**src/rtl/data_mem_bridge.sv**
```systemverilog
// data_mem_bridge: data-side bridge between the memory stage and a
// synchronous data SRAM. Places store bytes on the correct lanes with
// per-byte strobes, and extracts and extends load results. The pipeline
// is stalled while a load waits out the SRAM read latency.
// Optional feature macro: MEM_ADDR_EXC_EN (flag misaligned accesses
// instead of silently aligning them).
module data_mem_bridge #(
  parameter int RD_LATENCY = 1,
  parameter int ADDR_W     = 32
) (
  input  logic              clk,
  input  logic              resetn,
  input  logic              req_valid,
  input  logic              req_we,
  input  logic [1:0]        req_size,
  input  logic              req_signed,
  input  logic [ADDR_W-1:0] req_addr,
  input  logic [31:0]       req_wdata,
  output logic              stall,
  output logic              resp_valid,
  output logic [31:0]       resp_rdata,
  output logic              addr_exc,
  output logic              sram_en,
  output logic [3:0]        sram_wen,
  output logic [ADDR_W-1:0] sram_addr,
  output logic [31:0]       sram_wdata,
  input  logic [31:0]       sram_rdata
);

  typedef enum logic [1:0] {
    IDLE = 2'd0,
    WAIT = 2'd1,
    RESP = 2'd2
  } state_t;

  localparam logic [3:0] CNT_INIT = 4'(RD_LATENCY - 1);

  state_t     state_q, state_d;
  logic [3:0] cnt_q;
  logic [1:0] size_q;
  logic       sgn_q;
  logic [1:0] off_q;

  logic       is_half, is_word;
  logic [1:0] eff_off;
  logic       blocked;
  logic       accept;
  logic       load_accept;
  logic [7:0]  rd_byte;
  logic [15:0] rd_half;

  assign is_half = (req_size == 2'b01);
  assign is_word = req_size[1];

  // Lane offset actually used: halves and words are forced to alignment.
  always_comb begin
    if (is_word)      eff_off = 2'b00;
    else if (is_half) eff_off = {req_addr[1], 1'b0};
    else              eff_off = req_addr[1:0];
  end

`ifdef MEM_ADDR_EXC_EN
  logic misaligned;
  assign misaligned = (is_half && req_addr[0]) || (is_word && (req_addr[1:0] != 2'b00));
  assign blocked    = misaligned;
  // Flag a misaligned request while it is presented in IDLE.
  assign addr_exc   = resetn && (state_q == IDLE) && req_valid && misaligned;
`else
  assign blocked    = 1'b0;
  assign addr_exc   = 1'b0;
`endif

  // NOTE: resetn gates the accept term so the SRAM-side outputs drop the
  // instant reset asserts, even while a request is still being presented.
  assign accept      = resetn && (state_q == IDLE) && req_valid && !blocked;
  assign load_accept = accept && !req_we;

  // State register.
  // NOTE: sequential state uses non-blocking assignments only.
  always_ff @(posedge clk or negedge resetn) begin
    if (!resetn) state_q <= IDLE;
    else         state_q <= state_d;
  end

  // Next-state logic.
  always_comb begin
    // NOTE: default assignment first so no path infers a latch.
    state_d = state_q;
    case (state_q)
      IDLE:    if (load_accept) state_d = (RD_LATENCY == 1) ? RESP : WAIT;
      WAIT:    if (cnt_q == 4'd1) state_d = RESP;
      RESP:    state_d = IDLE;
      default: state_d = IDLE;
    endcase
  end

  // Latency counter and captured load attributes.
  always_ff @(posedge clk or negedge resetn) begin
    if (!resetn) begin
      cnt_q  <= 4'd0;
      size_q <= 2'b00;
      sgn_q  <= 1'b0;
      off_q  <= 2'b00;
    end else if (load_accept) begin
      cnt_q  <= CNT_INIT;
      size_q <= req_size;
      sgn_q  <= req_signed;
      off_q  <= eff_off;
    end else if (state_q == WAIT) begin
      cnt_q  <= cnt_q - 4'd1;
    end
  end

  assign rd_byte = sram_rdata[{off_q, 3'b000} +: 8];
  assign rd_half = off_q[1] ? sram_rdata[31:16] : sram_rdata[15:0];

  // Output decode: SRAM drive on accept, stall, and load response.
  always_comb begin
    sram_en    = 1'b0;
    sram_wen   = 4'b0000;
    sram_addr  = '0;
    sram_wdata = 32'd0;
    resp_valid = 1'b0;
    resp_rdata = 32'd0;
    stall      = load_accept || (state_q == WAIT);

    if (accept) begin
      sram_en   = 1'b1;
      sram_addr = {req_addr[ADDR_W-1:2], 2'b00};
      if (req_we) begin
        if (is_word) begin
          sram_wen   = 4'b1111;
          sram_wdata = req_wdata;
        end else if (is_half) begin
          sram_wen   = 4'b0011 << eff_off;
          sram_wdata = {2{req_wdata[15:0]}};
        end else begin
          sram_wen   = 4'b0001 << eff_off;
          sram_wdata = {4{req_wdata[7:0]}};
        end
      end
    end

    if (state_q == RESP) begin
      resp_valid = 1'b1;
      if (size_q == 2'b00)      resp_rdata = {{24{sgn_q & rd_byte[7]}}, rd_byte};
      else if (size_q == 2'b01) resp_rdata = {{16{sgn_q & rd_half[15]}}, rd_half};
      else                      resp_rdata = sram_rdata;
    end
  end

endmodule

```
**config.mk**
```make
export PLATFORM = sky130hd
export DESIGN_NAME = data_mem_bridge
export DESIGN_NICKNAME = d
export VERILOG_FILES = /design/src/rtl/data_mem_bridge.sv
export SDC_FILE = /design/constraint.sdc
export NUM_CORES = 1
export LEC_CHECK = 0
export BUFFER_PORTS_ARGS = -buffer_cell sky130_fd_sc_hd__buf_2
export CAP_MARGIN = 30
export CORE_AREA = 3 3 79 81
export DETAILED_ROUTE_END_ITERATION = 10
export DIE_AREA = 0 0 82 84
export PLACE_DENSITY = 0.82
export SLEW_MARGIN = 20
export SYNTH_ARGS = -nofsm -noshare
export SYNTH_HDL_FRONTEND = slang
export SYNTH_SLANG_ARGS = --single-unit
```
**constraint.sdc**
```tcl
create_clock -name clk -period 3.2 [get_ports clk]
set_clock_uncertainty 0.1 [all_clocks]
set_input_delay 0.16 -clock clk [delete_from_list [all_inputs] [get_ports clk]]
set_output_delay 0.16 -clock clk [all_outputs]
set_load 0.02 [all_outputs]
```
# Word level (Yosys, flattened, before mapping)
# Index checks and enable logic that the tools add are counted.
# classes
add_sub_neg	1
multipliers	0
div_mod_pow	0
n_lt_le_gt_ge	0
n_eq_ne	7
shifts	3
mux	22
n_bitwise	2
reduce_logical	9
# op_table
cell	n
$mux 32	8
$shiftx 32x6->8	1
$mux 4	6
$mux 16	1
$eq 2x1->1 const B	3
$mux 2	3
$eq 4x1->1 const B	1
$logic_not 2->1	2
$ne 2x2->1 const B	2
$pmux 2 s2	1
$shl 1x2->4 const A	1
$shl 2x2->4 const A	1
$sub 4x1->4 const B	1
$logic_and 1x1->1	3
$mux 1	3
$and 1x1->1	2
$eq 2x2->1 const B	1
$reduce_and 2->1	1
$reduce_bool 2->1	1
$logic_not 1->1	1
$logic_or 1x1->1	1
# totals
regBits	11
latch_bits	0
ram_bits	0
mem_bits_ro	0
input_bits	103
out_inout_bits	104
n_memories	0

# Longest topological paths before layout
# Gate-level depths: netlist of the first run.
# logic_depth
word_depth	8
mapped_depth	5

# Least setup slack after synthesis of the first run
# Ideal clock, no wire load.
# synth_path
path_type	reg2out
start	register state_q[1]
end	output port resp_rdata[10]
t_arrival_ps	2093
required_ps	2940
setup_slack_ps	847
stages_incl_launch_ff	4
cell_sequence	dfrtp_1 -> clkbuf_1 -> o221ai_4 -> a2111oi_0
# synth_between
elab_chain_cells	2
# synth_lines
element	line	rtl
start, declared	38	state_t state_q, state_d;
start signal, assigned	82	else state_q <= state_d;
$eq 2x2->1	144	if (state_q == RESP) begin
$mux 32	144	
end, declared	21	output logic [31:0] resp_rdata,
# No other way between the ends.

# Worst setup path in the final report of the first run
# layout_path
start	register off_q[0]
end	output port resp_rdata[31]
# layout_between
elab_chain_cells	4
# layout_lines
element	line	rtl
start, declared	42	logic [1:0] off_q;
start signal, assigned	108	off_q <= eff_off;
$shiftx 32x6->8	114	assign rd_byte = sram_rdata[{off_q, 3'b000} +: 8];
$and 1x1->1	146	if (size_q == 2'b00) resp_rdata = {{24{sgn_q & rd_byte[7]}}, rd_byte};
$mux 32	146	
$mux 32	144	
# No other way between the ends.

==> results of run 1 <==
==> registers in the layout (all words and copies together), names as in the netlist <==
name and cells:
off_q 2, sgn_q 1, size_q 2, state_q 1
==> power breakdown <==
group / internal (mW) / total (mW) / switching (mW)
logic: 0.221 / 0.554 / 0.332
registers: 0.0878 / 0.127 / 0.0393
clock network: 0.0806 / 0.112 / 0.0309
total: 0.390 / 0.792 / 0.402
==> path summary, 6_finish.rpt <==
kind	from	endpoint	slack, ns
setup / recovery	off_q[0]$_DFFE_PN0P_	resp_rdata[31]	0.61
hold / removal	req_signed	sgn_q$_DFFE_PN0P_	0.07
setup reg to reg	state_q[1]$_DFFE_PN0P_	size_q[0]$_DFFE_PN0P_	1.34
hold reg to reg	sgn_q$_DFFE_PN0P_	sgn_q$_DFFE_PN0P_	0.55
max in group asynchronous	resetn	size_q[1]$_DFFE_PN0P_	2.62
min in group asynchronous	resetn	sgn_q$_DFFE_PN0P_	0.22
==> layout make-up <==
class                      count  area (um^2)
sequential                     6          150
timing repair buffer         212         1090
inverter                      29          109
tap                           72         90.1
fill                         537         2400
clock buffer                   3         41.3
multi-input combinational    214         1660
==> logic make-up after synthesis <==
group,after synthesis,share of synthesized area [%]
other,1,0.177
buffers and inverters,63,14.8
multiplexers,28,18.4
AND/OR/NAND/NOR,102,26.0
flip-flops,6,7.10
AO/OA/AOI/OAI,81,33.6
==> synth_stat cells, drive strengths merged <==
| master | n | area, um^2 |
|---|---|---|
| and2 | 30 | 188 |
| inv | 29 | 109 |
| nand2 | 25 | 93.8 |
| a2111oi | 24 | 355 |
| a21oi | 21 | 116 |
| o21ai | 19 | 95.1 |
| buf | 17 | 138 |
| clkbuf | 17 | 66.3 |
| mux2 | 13 | 150 |
| nor2 | 13 | 48.8 |
| a211oi | 8 | 65.1 |
| and3 | 8 | 50.1 |
| mux2i | 8 | 80.1 |
| nor3 | 8 | 45.0 |
| mux4 | 7 | 158 |
| nor2b | 7 | 43.8 |
| o22ai | 7 | 43.8 |
| dfrtp | 6 | 150 |
| nand2b | 3 | 18.8 |
| nand3 | 2 | 10.0 |
| nor4bb | 2 | 20.0 |
| a21o | 1 | 7.51 |
| and3b | 1 | 8.76 |
| conb | 1 | 3.75 |
| nand3b | 1 | 7.51 |
| o221ai | 1 | 26.3 |
| or3 | 1 | 6.26 |
| or3b | 1 | 8.76 |
==> cells in the final DEF, fill, tap and decap left out, types with 8 or more instances in the layout <==
cell type and n:
and3_1 8, inv_1 29, and2_1 30, nand2_1 25, o21ai_0 19, buf_2 203
a2111oi_2 17, nor2_1 13, buf_4 8, a21oi_1 20, mux2_2 11, mux2i_1 8
==> layer usage <==
| metal | global-route usage (%) | vias up |
|---|---|---|
| met3 | 5.62 | 22 |
| met2 | 41.7 | 149 |
| li1 | - | 1365 |
| met5 | 0 | - |
| met1 | 27.4 | 1327 |
| met4 | 8.16 | 0 |
==> stage by stage <==
step	utilization (%)	std cells	setup slack, ns	area [um^2]
after global placement	55.8	532	0.989	3090
final	56.7	536	0.608	3140
after detailed placement	55.8	532	0.889	3090
after CTS	56.7	536	0.652	3140
after global routing	56.7	536	0.407	3140
after floorplan	-	283	0.847	2120
==> worst register-to-register path: stages, from the launching register on <==
cell      delay (ns)
dfrtp_1         0.53
nor4bb_1        0.55
buf_4           0.24
mux2_2          0.33
==> timing repair <==
item,CTS,global route
setup endpoints to repair,0,0
hold buffers,1,0
endpoints found under the hold margin,6,0
==> flow_summary.toml, run 1 <==
[clock_network]
root_buffer = "clkbuf_8"
clk_pin_slew_ns = 0.04
cts_tree = "built"
cts_resized = 0
clockBufferDepth = 2
cts_buffers = 3
cts.sinks = 6
clk-insertion-delay-late_ns = 0.22
post-cts-setup-buffers = 0
htreeDepth = 1

[timing]
fin_crit_ns = 2.59
fin_crit_sh_pct = 81.0
tightest_slew_ns = 0.846
fmax_mhz = 386
grt_setup_unrepaired = "false"
finalHoldViolCount = 0
finalSetupViolCount = 0
tns_ns = 0
slew_headroom_pct = 43.4
slew_violations = 0
whs_ns = 0.0720

[finish]
area_growth_pct = 48.6
antenna_cells = 0
drive_above_1_share_pct = 55.2
nets = 569

[die]
die_w_um = 82
die_h_um = 84
core_region_area_um2 = 5540
io_pins = 207
die_area_um2 = 6890
start_util_pct = 38.1
rows = 27

[worst_setup_path]
worst_setup_path_start_kind = "flop"
critPathRequiredTime_ns = 2.94
crit_family = "compound AO/OA/AOI/OAI gates"
cp_num_cells = 5
cp_max_fo = 22
end_kind = "output pin"
path_cells = "or3_1 > o221ai_4 > buf_4 > a2111oi_0 > buf_2"
slowest_delay_ns = 0.65
critPathBufInv = 2
critical_path_class = "reg2out"
cp_slowest_cell = "dfrtp_1"
reg2reg_depth = 3
arrival_ns = 2.33

[placed_design]
place.gp.congestion = 0.883
hpwlAfterDp_um = 7080
port_buffers = 203

[synth]
synth_cell_type_count = 41
ys_seq_area_share_pct = 7.10
yosys_warnings = 0
syn_area_um2 = 2110
avgSynthCellArea_um2 = 7.52
ys_ff_latch = 6
synthCells = 281

[drt]
drtAntennaViolNets = 0
wl_met3_um = 758
wl_um = 8670
drt-wirelength-per-cell_um = 16.2
dr.max_layer_used = "met4"
wl_met2_um = 4480
vias = 2863
drt-met1-wl_um = 3190
drc_errors = 0
first_pass_iters = 4
vias_per_cell = 5.34
drt_iter0_drc = 181

[grt]
first_global_vias = 2789
grt_overflow_total = 0
grt_pass1_wl_um = 13200
grt_max_degree = 40
antenna_found_initial = 0
track_usage_pct = 23.8

[worst_hold_path]
hp-class = "in2reg"
hold-path-cell-count = 2

[run]
cap_violations = 0

[pwr]
power_per_cell_area_nw_per_um2 = 252
irDropWorstVdd_mv = 0.156
p_leak_nw = 1.74
finalPower_mw = 0.792

[run_status]
status = "finished, final reports clean"
Power figures use the tool's default switching activity.
==> inputs of run 2 (changes only) <==
--- a/config.mk
+++ b/config.mk
@@ -5,12 +5,13 @@
 export SDC_FILE = /design/constraint.sdc
 export NUM_CORES = 1
 export LEC_CHECK = 0
+export ABC_AREA = 1
 export BUFFER_PORTS_ARGS = -buffer_cell sky130_fd_sc_hd__buf_2
 export CAP_MARGIN = 30
-export CORE_AREA = 3 3 79 81
+export CORE_MARGIN = 3
+export CORE_UTILIZATION = 34
 export DETAILED_ROUTE_END_ITERATION = 10
-export DIE_AREA = 0 0 82 84
-export PLACE_DENSITY = 0.82
+export PLACE_DENSITY = 0.79
 export SLEW_MARGIN = 20
 export SYNTH_ARGS = -nofsm -noshare
 export SYNTH_HDL_FRONTEND = slang
==> constraint.sdc (replaced) <==
create_clock -name clk -period 2.25 [get_ports clk]
set_clock_uncertainty 0.1 [all_clocks]
set_input_delay 0.1125 -clock clk [delete_from_list [all_inputs] [get_ports clk]]
set_output_delay 0.1125 -clock clk [all_outputs]
set_load 0.02 [all_outputs]
==> run 2 against run 1 <==
- via count up 19%
- largest power group unchanged
- sequential cell count stayed put
- count of clock-buffer cells in the layout is the same
- combinational power increased by 47%
- register-to-register slack got worse by 0.49 ns
- cell count rose by 35%
- area after synthesis rose by 0.95%
==> flow_summary.toml, run 2 <==
[clock_network]
htreeDepth = 1
clk-insertion-delay-late_ns = 0.22
cts_tree = "built"
clockBufferDepth = 2
cts_buffers = 3
cts.sinks = 6
post-cts-setup-buffers = 0
clk_pin_slew_ns = 0.03
root_buffer = "clkbuf_8"

[synth]
avgSynthCellArea_um2 = 4.65
synthTopCellsByCount = "nor2_1 (124), nand2_1 (107), inv_1 (88)"
yosysMostFrequentCell = "nor2_1"
ys_seq_area_share_pct = 7.04
yosysTopAreaCell = "nor2_1"
synth_edf_count = 0
synthCells = 459
syn_area_um2 = 2130
synth-main-ff-cell = "dfrtp_1"
synth_top_area_share_pct = 21.8
async_flop_share_pct = 100
yosys_warnings = 0
ys_ff_latch = 6
synth_cell_type_count = 26
synth.area.top_cells = "nor2_1 (22%), nand2_1 (19%), inv_1 (15%), dfrtp_1 (7.0%), a21oi_1 (6.1%)"

[timing]
tns_ns = 0
finalHoldViolCount = 0
slew_violations = 0
fin_crit_sh_pct = 90.8
grt_setup_unrepaired = "false"
finalSetupViolCount = 0
fmax_mhz = 489
fin_crit_ns = 2.04
slew_headroom_pct = 66.5
tightest_slew_ns = 0.500

[drt]
vias_per_cell = 4.71
vias = 3396
first_pass_iters = 5
wl_met2_um = 4710
drc_errors = 0
wl_um = 8990
dr.max_layer_used = "met4"
wl_met3_um = 915
drtAntennaViolNets = 0
drt-wirelength-per-cell_um = 12.5
drt_iter0_drc = 122
drt-met1-wl_um = 3150

[grt]
grt_overflow_total = 0
first_global_vias = 3193
grt_pass1_wl_um = 14300
grt_max_degree = 33
track_usage_pct = 23.7
antenna_found_initial = 0

[worst_setup_path]
worst_setup_path_start_kind = "flop"
cp_max_fo = 24
end_kind = "output pin"
critPathRequiredTime_ns = 2.04
critical_path_class = "reg2out"
arrival_ns = 1.83

[die]
core_region_area_um2 = 5990
io_pins = 207
die_w_um = 85.2
start_util_pct = 35.6
die_h_um = 85.2
die_area_um2 = 7260
rows = 28

[pwr]
clock_power_share_pct = 13.8
irDropWorstVdd_mv = 0.177
seq_power_share_pct = 13.3
p_leak_nw = 2.32
finalPower_mw = 1.12
p_sw_mw = 0.588
p_comb_share_pct = 72.8
power_per_cell_area_nw_per_um2 = 351
p_int_mw = 0.528
p_sw_share_pct = 52.7

[worst_hold_path]
hp-class = "in2reg"

[finish]
multi_input_area_um2 = 1470
final_common_cell = "buf_2"
mostFrequentLayoutCells = "buf_2 (203), nor2_1 (124), nand2_1 (107), inv_1 (88), a21oi_1 (26)"
area_growth_pct = 49.1
reg_top3 = "off_q (2), size_q (2)"
nets = 751
layout.area.seq_um2 = 150
fill_cells = 675
drive_above_1_share_pct = 35.4
antenna_cells = 0

[run]
cap_violations = 0

[run_status]
status = "finished, final reports clean"

[placed_design]
place.gp.congestion = 0.938
hpwlAfterDp_um = 7410
port_buffers = 203
-- run 2: changes by cell type after synthesis, sizes merged, moves of 24 or more --
cell and change:
a2111oi -24, and2 -30, inv +65, nand2 +86, nand3 +25, nor2 +114
-- run 2: final cells by class --
cell class	count	area share [%]
clock buffer	3	1.30
sequential	6	4.72
tap	75	2.95
timing repair buffer	210	33.7
multi-input combinational	332	46.2
inverter	95	11.2
-- run 2: power groups by stage --
| stage | combinational (mW) | clock (mW) | sequential (mW) |
|---|---|---|---|
| finish | 0.813 | 0.155 | 0.149 |
| global route | 0.914 | 0.166 | 0.151 |
| CTS | 0.817 | 0.159 | 0.149 |
| detailed placement | 0.812 | 0 | 0.150 |
| global placement | 0.800 | 0 | 0.148 |
| floorplan | 0.572 | 0 | 0.141 |
-- run 2: what timing repair did --
item | 4_1_cts | 5_1_grt
resized for setup | 0 | 0
hold endpoints to repair | 6 | 0
hold buffers | 1 | 0
setup endpoints to repair | 0 | 0
-- run 2: cells by family (layout without fill, tap and decap cells) --
logic type / after synthesis / count (layout) / synth area share (%)
other cells: 1 / 3 / 0.176
compound gates: 63 / 63 / 16.8
buf+inv: 123 / 308 / 24.5
simple gates: 266 / 266 / 51.5
flops: 6 / 6 / 7.04
-- run 2: critical path: stages, from the launching register on --
cell	delay [ns]
dfrtp_1	0.41
inv_2	0.21
nand2_1	0.11
nand3_1	0.08
nand3_1	0.11
nand2_2	0.41
nor2_1	0.10
buf_2	0.18
-- run 2: metal layers --
layer | vias to the layer above | track usage (%)
li1 | 1742 | -
met1 | 1479 | 25.2
met2 | 159 | 45.3
met3 | 16 | 5.44
met4 | 0 | 7.63
met5 | - | 0
-- run 2: final timing paths --
| check | start | to | slack [ns] | cells past startpoint |
|---|---|---|---|---|
| min | req_signed | sgn_q$_DFFE_PN0P_ | 0.02 | 3 |
| min reg2reg | off_q[0]$_DFFE_PN0P_ | off_q[0]$_DFFE_PN0P_ | 0.45 | 2 |
| min in group asynchronous | resetn | size_q[1]$_DFFE_PN0P_ | 0.19 | 2 |
| max reg2reg | state_q[1]$_DFFE_PN0P_ | sgn_q$_DFFE_PN0P_ | 0.85 | 7 |
| max | off_q[1]$_DFFE_PN0P_ | resp_rdata[14] | 0.21 | 7 |
| max in group asynchronous | resetn | size_q[0]$_DFFE_PN0P_ | 1.70 | 2 |
-- run 2: per-stage QoR --
step	setup slack (ns)	hold WS, ns	instance area, um^2	std cells	utilization, %
2_1_floorplan	0.575	-0.283	2140	461	-
6_report	0.206	0.0159	3180	721	53.1
4_1_cts	0.228	0.0153	3180	721	53.1
3_3_place_gp	0.544	-0.143	3130	717	52.3
3_5_place_dp	0.464	-0.140	3130	717	52.3
5_1_grt	0.0363	0.0328	3180	721	53.1
==> inputs of run 3 (changes only) <==
--- a/config.mk
+++ b/config.mk
@@ -8,11 +8,9 @@
 export ABC_AREA = 1
 export BUFFER_PORTS_ARGS = -buffer_cell sky130_fd_sc_hd__buf_2
 export CAP_MARGIN = 30
-export CORE_MARGIN = 3
 export CORE_UTILIZATION = 34
 export DETAILED_ROUTE_END_ITERATION = 10
 export PLACE_DENSITY = 0.79
-export SLEW_MARGIN = 20
 export SYNTH_ARGS = -nofsm -noshare
 export SYNTH_HDL_FRONTEND = slang
 export SYNTH_SLANG_ARGS = --single-unit
==> run 3 against run 2 <==
- critical path depth up 1
- power up 0.23%
- fmax up 1.3%
- highest routed layer unchanged
- largest cell class unchanged
- sequential share of layout area unchanged
- largest power group unchanged
- critical path type unchanged
==> flow_summary.toml, run 3 (synthesis gave the netlist of run 2 again) <==
[run_status]
status = "finished, final reports clean"

[finish]
reg_top3 = "off_q (2), size_q (2)"
antenna_cells = 0
drive_above_1_share_pct = 35.4
finish.instance_area_um2 = 3180
fill_cells = 648
nets = 751
area_growth_pct = 49.1
mostFrequentLayoutCells = "buf_2 (203), nor2_1 (124), nand2_1 (107), inv_1 (88), a21oi_1 (26)"
final_common_cell = "buf_2"
stdcell_count = 721

[worst_hold_path]
hp-class = "in2reg"

[grt]
track_usage_pct = 24.9
grt_max_degree = 33
grt_pass1_wl_um = 12800
antenna_found_initial = 0
first_global_vias = 2957
grt_overflow_total = 0

[die]
die_h_um = 81.2
io_pins = 207
die_w_um = 81.2
start_util_pct = 35.6
die_area_um2 = 6600
rows = 28
core_region_area_um2 = 5990

[timing]
finalHoldViolCount = 0
finalSetupViolCount = 0
grt_setup_unrepaired = "false"
fin_crit_sh_pct = 89.7
fin_ws_ns = 0.233
fmax_mhz = 496
fin_crit_ns = 2.02
tns_ns = 0
slew_violations = 0

[drt]
first_pass_iters = 4
vias_per_cell = 4.72
drt_iter0_drc = 156
vias = 3401
drt-wirelength-per-cell_um = 11.7
wl_um = 8440
drc_errors = 0
drtAntennaViolNets = 0

[clock_network]
cts_resized = 0
post-cts-setup-buffers = 0
htreeDepth = 1
clk-insertion-delay-late_ns = 0.22
clk_pin_slew_ns = 0.03
cts.sinks = 6
cts_tree = "built"
holdBufCountCts = 1
root_buffer = "clkbuf_8"
cts_buffers = 3
clockBufferDepth = 2

[pwr]
p_sw_mw = 0.591
seq_power_share_pct = 13.5
power_per_cell_area_nw_per_um2 = 352
p_sw_share_pct = 52.8
p_comb_share_pct = 72.6
p_int_mw = 0.528
clock_power_share_pct = 13.9
p_leak_nw = 2.32
irDropWorstVdd_mv = 0.164

[worst_setup_path]
cp_slowest_cell = "dfrtp_1"
worst_setup_path_start_kind = "flop"
crit_family = "simple AND/OR/NAND/NOR gates"
critPathRequiredTime_ns = 2.04
slowest_delay_ns = 0.40
end_kind = "output pin"
path_cells = "inv_2 > nand2_1 > nand2_1 > nand2_1 > nand3_1 > nand2_2 > nor2_1 > buf_2"
critPathBufInv = 2
cp_max_fo = 24
critical_path_class = "reg2out"
crit_top_cell = "nand2_1"
ff2ff_setup_slack_ns = 0.81
arrival_ns = 1.80

[placed_design]
dpl.cell_count = 717
place.gp.congestion = 0.960
hpwlAfterDp_um = 6820
port_buffers = 203
dpl-instance-area_um2 = 3130
pre_cts_ws_ns = 0.435

[run]
cap_violations = 0
## run 3: final cells by class
cell class	count	area (um^2)	share of cell area, %
Tap cell	75	93.8	2.95
Inverter	95	357	11.2
Sequential cell	6	150	4.72
Clock buffer	3	41.3	1.30
Multi-Input combinational cell	332	1470	46.2
Timing Repair Buffer	210	1070	33.7
## run 3: final timing paths
kind / from / to / cells after the start
worst max register to register: state_q[1]$_DFFE_PN0P_ / sgn_q$_DFFE_PN0P_ / 7
worst max-delay path: off_q[1]$_DFFE_PN0P_ / resp_rdata[8] / 8
worst min register to register: sgn_q$_DFFE_PN0P_ / sgn_q$_DFFE_PN0P_ / 2
worst min-delay path: req_signed / sgn_q$_DFFE_PN0P_ / 3
max in group asynchronous: resetn / off_q[1]$_DFFE_PN0P_ / 2
min in group asynchronous: resetn / state_q[1]$_DFFE_PN0P_ / 2
## run 3: metal layers
layer,vias up,wire (um),track usage [%]
met5,-,0,0
met4,0,257,11.3
met3,23,641,5.17
met2,138,4230,46.9
met1,1501,3320,26.3
li1,1739,-,-
## run 3: power groups by stage
| stage | logic [mW] | clock network [mW] | registers [mW] |
|---|---|---|---|
| detailed placement | 0.810 | 0 | 0.152 |
| floorplan | 0.572 | 0 | 0.141 |
| finish | 0.813 | 0.156 | 0.151 |
| global placement | 0.800 | 0 | 0.150 |
| CTS | 0.815 | 0.162 | 0.151 |
| global route | 0.910 | 0.174 | 0.154 |
## run 3: worst reg2reg max path, cell delays in order, from the launching register on
cell and delay (ns):
dfrtp_1 0.56, inv_2 0.10, nand3_2 0.11, inv_1 0.08, nand2_2 0.15, inv_1 0.09, nand2_1 0.06, o21ai_0 0.07
## run 3: stage by stage
| stage | hold WS (ns) | total power [mW] | utilization [%] |
|---|---|---|---|
| 2_1_floorplan | -0.283 | 0.713 | - |
| 3_3_place_gp | -0.140 | 0.950 | 52.3 |
| 3_5_place_dp | -0.137 | 0.962 | 52.3 |
| 4_1_cts | 0.00718 | 1.13 | 53.1 |
| 5_1_grt | 0.0313 | 1.24 | 53.1 |
| 6_report | 0.0103 | 1.12 | 53.1 |
